### config.mk
export PLATFORM = sky130hd
export DESIGN_NAME = vector_mem_sequencer
export DESIGN_NICKNAME = d
export VERILOG_FILES = /design/src/rtl/vector_mem_sequencer.sv
export SDC_FILE = /design/constraint.sdc
export NUM_CORES = 1
export LEC_CHECK = 0
export ABC_AREA = 1
export BUFFER_PORTS_ARGS = -buffer_cell sky130_fd_sc_hd__buf_2
export CORE_UTILIZATION = 50
export DETAILED_ROUTE_END_ITERATION = 8
export PLACE_DENSITY_LB_ADDON = 0.12
export SLEW_MARGIN = 20
export SYNTH_ARGS = -nofsm -noshare
export SYNTH_HDL_FRONTEND = slang
export SYNTH_SLANG_ARGS = --single-unit
### constraint.sdc
create_clock -name clk -period 3 [get_ports clk]
set_input_delay 0.3 -clock clk [delete_from_list [all_inputs] [get_ports clk]]
set_output_delay 0.3 -clock clk [all_outputs]
set_load 0.03 [all_outputs]
### src/rtl/vector_mem_sequencer.sv
// Memory-stage sequencer: drains one LANES*LANE_W vector load/store as LANES byte accesses on a byte RAM.
// Optional misaligned-base rejection is enabled by defining VMEM_ALIGN_CHECK_EN.
module vector_mem_sequencer #(
    parameter int ADDR_W = 12,
    parameter int LANES  = 16,
    parameter int LANE_W = 8
) (
    input  logic                      clk,
    input  logic                      reset,
    input  logic                      req_valid,
    input  logic                      req_write,
    input  logic [ADDR_W-1:0]         req_addr,
    input  logic [LANES*LANE_W-1:0]   req_wdata,
    output logic                      stall,
    output logic                      done,
    output logic [LANES*LANE_W-1:0]   rdata_vec,
    output logic                      rdata_valid,
    output logic                      align_err,
    output logic [ADDR_W-1:0]         mem_addr,
    output logic [LANE_W-1:0]         mem_wdata,
    output logic                      mem_we,
    input  logic [LANE_W-1:0]         mem_rdata
);

    localparam int VEC_W = LANES * LANE_W;
    localparam int LW    = $clog2(LANES);
    localparam logic [LW-1:0] LAST_LANE = LW'(LANES - 1);

    typedef enum logic [2:0] {
        ST_IDLE      = 3'd0,
        ST_WRITE     = 3'd1,
        ST_READ      = 3'd2,
        ST_READ_LAST = 3'd3,
        ST_DONE      = 3'd4
    } state_t;

    state_t                   state_r;
    logic [LW-1:0]            lane_r;
    logic [ADDR_W-1:0]        base_r;
    // Lane 0 goes straight to mem_wdata at accept; only lanes 1..LANES-1 are held.
    logic [VEC_W-LANE_W-1:0]  store_r;
    // Lanes 0..LANES-2 of a load; the last lane is taken directly from mem_rdata.
    logic [VEC_W-LANE_W-1:0]  load_r;
    logic [LW-1:0]            next_lane_s;
    logic [LW-1:0]            prev_lane_s;
    logic                     misaligned_s;

    function automatic logic [LANE_W-1:0] lane_of(input logic [VEC_W-LANE_W-1:0] vec,
                                                  input logic [LW-1:0] idx);
        return vec[idx*LANE_W +: LANE_W];
    endfunction

    // Lane neighbours and alignment decode of the presented request
    always_comb begin
        next_lane_s = lane_r + LW'(1);
        prev_lane_s = lane_r - LW'(1);
`ifdef VMEM_ALIGN_CHECK_EN
        misaligned_s = |req_addr[LW-1:0];
`else
        misaligned_s = 1'b0;
`endif
    end

    assign stall = ((state_r != ST_IDLE) && (state_r != ST_DONE)) ||
                   ((state_r == ST_IDLE) && req_valid);

    // Sequencer FSM with registered memory and result outputs
    always_ff @(posedge clk) begin
        if (reset) begin
            state_r     <= ST_IDLE;
            lane_r      <= {LW{1'b0}};
            base_r      <= {ADDR_W{1'b0}};
            store_r     <= {(VEC_W-LANE_W){1'b0}};
            load_r      <= {(VEC_W-LANE_W){1'b0}};
            done        <= 1'b0;
            rdata_valid <= 1'b0;
            align_err   <= 1'b0;
            mem_we      <= 1'b0;
            mem_addr    <= {ADDR_W{1'b0}};
            mem_wdata   <= {LANE_W{1'b0}};
            rdata_vec   <= {VEC_W{1'b0}};
        end else begin
            done        <= 1'b0;
            rdata_valid <= 1'b0;
            align_err   <= 1'b0;
            case (state_r)
                ST_IDLE: begin
                    if (req_valid) begin
                        base_r  <= req_addr;
                        store_r <= req_wdata[VEC_W-1:LANE_W];
                        lane_r  <= {LW{1'b0}};
                        if (misaligned_s) begin
                            state_r   <= ST_DONE;
                            mem_we    <= 1'b0;
                            done      <= 1'b1;
                            align_err <= 1'b1;
                        end else if (req_write) begin
                            state_r   <= ST_WRITE;
                            mem_we    <= 1'b1;
                            mem_addr  <= req_addr;
                            mem_wdata <= req_wdata[LANE_W-1:0];
                        end else begin
                            state_r   <= ST_READ;
                            mem_we    <= 1'b0;
                            mem_addr  <= req_addr;
                        end
                    end else begin
                        mem_we <= 1'b0;
                    end
                end
                ST_WRITE: begin
                    if (lane_r == LAST_LANE) begin
                        state_r <= ST_DONE;
                        mem_we  <= 1'b0;
                        done    <= 1'b1;
                    end else begin
                        lane_r    <= next_lane_s;
                        mem_we    <= 1'b1;
                        mem_addr  <= base_r + ADDR_W'(next_lane_s);
                        mem_wdata <= lane_of(store_r, lane_r);
                    end
                end
                ST_READ: begin
                    mem_we <= 1'b0;
                    // RAM data lags the address by one cycle, so lane i-1 arrives while lane i is addressed.
                    if (lane_r != {LW{1'b0}}) begin
                        load_r[prev_lane_s*LANE_W +: LANE_W] <= mem_rdata;
                    end
                    if (lane_r == LAST_LANE) begin
                        state_r <= ST_READ_LAST;
                    end else begin
                        lane_r   <= next_lane_s;
                        mem_addr <= base_r + ADDR_W'(next_lane_s);
                    end
                end
                ST_READ_LAST: begin
                    mem_we      <= 1'b0;
                    rdata_vec   <= {mem_rdata, load_r};
                    rdata_valid <= 1'b1;
                    done        <= 1'b1;
                    state_r     <= ST_DONE;
                end
                ST_DONE: begin
                    mem_we  <= 1'b0;
                    state_r <= ST_IDLE;
                end
                default: begin
                    mem_we  <= 1'b0;
                    state_r <= ST_IDLE;
                end
            endcase
        end
    end

endmodule

==> results.toml, run 1 <==
[detailed_routing]
drc = 0
routedWlPerCell_um = 15.5
drt_iter0_drc = 1284
via_count = 15800
wl_um = 47100
drtAntennaViolNets = 0
vias_per_cell = 5.20
firstDrtPassIters = 7

[sta]
finClkSkew_ps = 18.1
period_needed_ps = 2680
slew_headroom_pct = 54.2
fin_tns_setup_ps = 0
setup_violations = 0
period_share_pct = 89.4
drv_slew = 0
clock.fmax_ghz = 0.373
setup_ws_ps = 319
finalHoldViolations = 0
worstMarginPinSlew_ps = 687
rsz0062_at_grt = "false"

[clock_network]
clkTransAtPathRegs_ps = 60
cts.htree.levels = 2
cts_tree = "done"
cts.sinks = 410
clkLatencyLatePin_ps = 530
post-cts-setup-buffers = 0
cts_buffers = 42
clk_path_buf_depth = 3
clockRootBuffer = "clkbuf_16"

[worst_setup_path]
critPathSlowestCell = "buf_4"
crit_required_ps = 3420
cp.arrival_ps = 3100
worst-r2r-cell-count = 8
r2r_slack_ps = 320
max_stage_delay_ps = 410
critPathLaunchType = "flip-flop"
cp_max_fo = 47
crit_type = "reg -> reg"
r2r_start = "lane_r[0]"
crit_path_cell_trace = "buf_4, nand2_1, nor2_2, ha_1, nor2_2, nand2_1, o21ai_0, nor2_1"
cp-end-kind = "flip-flop"
r2r-end = "load_r[77]"

[synth]
avgSynthCellArea_um2 = 7.23
yosysMostFrequentCell = "nor2_1"
yosysSeqAreaShare_pct = 49.8
synth_area_leaders = "dfxtp_1, nor2_1, o21ai_0"
async_flop_share_pct = 0
synth_edf_count = 0
synthCells = 2280
synth_warnings = 0
synthDistinctLibCells = 35
yosys_most_used_dff = "dfxtp_1"
ys_ff_latch = 410
syn_area_um2 = 16500
yosysTopAreaCellShare_pct = 49.8
synth_common_cells = "nor2_1, dfxtp_1, o21ai_0"
post-synth-top-area-cell = "dfxtp_1"
synth_nets = 2444

[run_status]
outcome = "completed"

[floorplanning]
core_um2 = 32500
rows = 66
initial_utilization_pct = 50.8
dieArea_um2 = 33700
ios = 305
fp.dieH_um = 184
die_w_um = 184

[worst_hold_path]
whs_endpoint = "store_r[52]"
hp-class = "in -> reg"
whs_path_depth = 3
hold_start = "req_wdata[60]"

[power]
leakagePower_uw = 0.00946
intPower_uw = 10900
clock_power_share_pct = 28.6
swShare_pct = 37.9
comb_power_share_pct = 32.3
seqPwrFrac_pct = 39.1
max-vdd-ir-drop_v = 0.000579
power.switching_uw = 6670
p_per_area_nw_per_um2 = 880

[global_routing]
grt_antenna_before_repair = 4
grt_start_max_net_pins = 161
grt.total_usage_pct = 27.4
grt_pass1_wl_um = 73800
first_global_vias = 14500
grt_overflow = 0

[cells_and_area]
layout.nets = 2722
drive_above_1_share_pct = 17.1
area.growth.synth_to_final_pct = 21.2
diodes = 0
fin_area_um2 = 20000

[place]
io_buffers = 303
dp_slack_ps = 362
post-dp-hpwl_um = 32900
dpl-instance-area_um2 = 18300
gp_congestion = 0.902

[run]
cap_viol_max_count = 0
-- flip-flops by register name, summed over array words and instances, names as in the netlist --
signal / count
mem_wdata: 8
mem_we: 1
done: 1
load_r: 120
rdata_valid: 1
lane_r: 4
rdata_vec: 128
state_r: 3
mem_addr: 12
base_r: 12
store_r: 120
-- logic make-up after synthesis --
kind of cell | count (synthesis) | synth area share [%]
buffers and inverters | 323 | 7.63
xor gates and xnor gates | 2 | 0.106
AOI/OAI and AO/OA | 591 | 18.3
and+or+nand+nor | 941 | 23.2
other | 1 | 0.0227
adders and majority gates | 12 | 0.956
DFF | 410 | 49.8
-- worst max-delay path by stage --
| stage | from | to | slack, ps |
|---|---|---|---|
| floorplan | lane_r[1] | load_r[4] | 240 |
| global placement | lane_r[1] | load_r[14] | 490 |
| detailed placement | lane_r[0] | load_r[77] | 360 |
| CTS | lane_r[1] | load_r[14] | 360 |
| global route | lane_r[1] | load_r[69] | 90 |
| finish | lane_r[0] | load_r[77] | 320 |
-- layer usage --
layer / global-route usage, % / vias up / share of wire, %
met5: 0 / - / 0.098
met4: 9.70 / 8 / 2.9
met3: 4.40 / 95 / 6.2
met2: 47.4 / 540 / 48
met1: 34.3 / 7214 / 43
li1: - / 7917 / -
-- what timing repair did --
item,in CTS,in global routing
hold buffers,34,0
endpoints found under the hold margin,34,0
resized for setup,0,0
-- cell usage in the layout (no fill, tap or decap), drive strengths merged, types with 2 or more instances in the layout --
cell type / count
xor2: 2
nand4: 20
o21ai: 381
clkinv: 14
ha: 11
nor3: 19
inv: 183
nand3: 82
a21oi: 188
dlygate4sd3: 34
nor2: 579
buf: 335
clkbuf: 65
nand2: 240
a31oi: 3
dfxtp: 410
o211ai: 16
-- power groups by stage --
stage | clock (uW) | combinational (uW) | sequential [uW]
finish | 5020 | 5680 | 6880
global route | 5340 | 6270 | 6970
CTS | 5090 | 5670 | 6880
detailed placement | 0 | 5600 | 6980
global placement | 0 | 5530 | 6960
floorplan | 0 | 3230 | 7620
-- through the flow --
| stage | instances | total power (uW) | hold WS [ps] | util, % |
|---|---|---|---|---|
| 3_3_place_gp | 2922 | 12500 | 434 | 56.4 |
| 2_1_floorplan | 2280 | 10900 | 420 | - |
| 3_5_place_dp | 2922 | 12600 | 442 | 56.4 |
| 6_report | 3031 | 17600 | 17.1 | 61.6 |
| 5_1_grt | 3031 | 18600 | 10.6 | 61.6 |
| 4_1_cts | 3031 | 17600 | 0.0694 | 61.6 |
-- worst max-delay path: cells and delay by family, from the launching register on --
| kind | cells | cell delay, ps |
|---|---|---|
| AOI/OAI and AO/OA | 1 | 270 |
| adders and majority gates | 1 | 370 |
| buffers and inverters | 1 | 410 |
| DFF | 1 | 330 |
| and+or+nand+nor | 5 | 1200 |
-- area by class of cell --
type / instances / area, um^2
clock buffers: 65 / 1240
clock inverters: 10 / 86.3
fillers: 3063 / 12500
inverters: 188 / 718
multi-input cells: 1547 / 7040
flip-flops and latches: 410 / 8210
well taps: 442 / 553
repair buffers: 369 / 2130
No activity file was read; power rests on OpenSTA's default activity.
==> inputs of run 2 (changes only) <==
--- a/config.mk
+++ b/config.mk
@@ -7,7 +7,7 @@
 export LEC_CHECK = 0
 export ABC_AREA = 1
 export BUFFER_PORTS_ARGS = -buffer_cell sky130_fd_sc_hd__buf_2
-export CORE_UTILIZATION = 50
+export CORE_UTILIZATION = 30
 export DETAILED_ROUTE_END_ITERATION = 8
 export PLACE_DENSITY_LB_ADDON = 0.12
 export SLEW_MARGIN = 20
==> run 2 against run 1 <==
Compared with the run above:
- first-iteration DRC count down 27%
- sequential share of layout area down 1.9 points
- clock-buffer cell count up 3
- combinational power up 4.9%
- fmax up 1.6%
- critical endpoint is now load_r[14]
- largest cell class unchanged
- largest power group unchanged
==> results.toml, run 2 (synthesis results as in run 1) <==
[detailed_routing]
drt_iter0_drc = 937
wl_um = 55800
vias_per_cell = 4.74
routedWlPerCell_um = 16.7
firstDrtPassIters = 7
via_count = 15800
drtAntennaViolNets = 0
drc = 0

[cells_and_area]
fin_util_pct = 38.7
layout_common_cells = "nor2_1, dfxtp_1, o21ai_0"
largest_reg_flops = 128
area.growth.synth_to_final_pct = 27.0
layoutNonFillerInstCount = 3334
drive_above_1_share_pct = 17.0
final_common_cell = "nor2_1"
layout.nets = 2768
reg_top3 = "rdata_vec x128, load_r x120, store_r x120"
diodes = 0
fillers = 5726
top_register = "rdata_vec"

[sta]
drv_slew = 0
fin_hold_ws_ps = 24.6
period_needed_ps = 2640
finalHoldViolations = 0
clock.fmax_ghz = 0.379
period_share_pct = 87.9
slew_headroom_pct = 41.3
setup_violations = 0
fin_tns_setup_ps = 0
rsz0062_at_grt = "false"
worstMarginPinSlew_ps = 880
finClkSkew_ps = 30.6

[clock_network]
cts_tree = "done"
post-cts-setup-buffers = 0
clkLatencyLatePin_ps = 600
clockRootBuffer = "clkbuf_16"
cts.htree.levels = 2
cts_buffers = 46
clkTransAtPathRegs_ps = 70
cts.sinks = 410
clk_path_buf_depth = 3

[worst_setup_path]
critPathLaunchType = "flip-flop"
cp-end-kind = "flip-flop"
cp_max_fo = 17
cp.arrival_ps = 3120
crit_required_ps = 3480
crit_type = "reg -> reg"
worst-r2r-cell-count = 12

[floorplanning]
dieArea_um2 = 55900
rows = 85
die_w_um = 236
ios = 305
core_um2 = 54000
initial_utilization_pct = 30.5
fp.dieH_um = 236

[place]
post-dp-hpwl_um = 39300
io_buffers = 303
dp_cells = 3176
gp_congestion = 0.810

[global_routing]
grt_pass1_wl_um = 85200
grt_antenna_before_repair = 1
grt_start_max_net_pins = 161
first_global_vias = 14700
grt_overflow = 0
grt.total_usage_pct = 19.5

[power]
p_per_area_nw_per_um2 = 888
leakagePower_uw = 0.00972
max-vdd-ir-drop_v = 0.000459

[worst_hold_path]
hp-class = "in -> reg"
whs_path_depth = 3

[run_status]
outcome = "completed"

[run]
cap_viol_max_count = 0
[run 2: layer usage]
layer  share of wire [%]  GRT usage [%]  up-vias
li1                    -              -     8040
met5               0.023              0        -
met2                  48           32.9      341
met1                  46           25.6     7326
met4                 2.4           5.96        2
met3                 4.1           2.84       78
[run 2: final timing paths]
kind / endpoint / slack, ps / start
max reg2reg: load_r[14] / 360 / lane_r[1]
min: base_r[9] / 20 / req_addr[9]
max: load_r[14] / 360 / lane_r[1]
min reg2reg: rdata_vec[38] / 440 / load_r[38]
[run 2: final cells by class]
type                       count  area, um^2  share of cell area [%]
clock buffer                  68        1320                    6.32
clock inverter                14         204                   0.974
inverter                     188         719                    3.44
multi-input combinational   1547        7040                    33.6
sequential                   410        8210                    39.2
tap                          696         871                    4.16
timing repair buffer         411        2570                    12.3
[run 2: what timing repair did]
item	in CTS	in global routing
gates resized for setup	0	0
hold buffers	76	0
hold endpoints to repair	79	0
[run 2: report_power, final]
group / leakage [uW] / total, uW / internal [uW] / switching, uW
sequential: 0.00334 / 6880 / 6420 / 459
combinational: 0.00564 / 5960 / 1630 / 4320
clock: 0.000736 / 5750 / 3400 / 2340
[run 2: critical path, cell delays in order (launching register included)]
cell	delay, ps
dfxtp_1	330
clkinv_1	120
ha_1	240
inv_1	80
nand2_1	60
nand2_2	110
nor2_2	70
ha_1	480
nand3_4	300
nor2_2	390
inv_2	140
o21ai_0	170
nor2_1	60
[run 2: stage by stage]
stage	area [um^2]	power (uW)	setup WS [ps]
global route	20900	19700	81.0
floorplan	16500	10900	240
global placement	18600	12900	429
CTS	20900	18800	358
finish	20900	18600	362
detailed placement	18600	12900	357
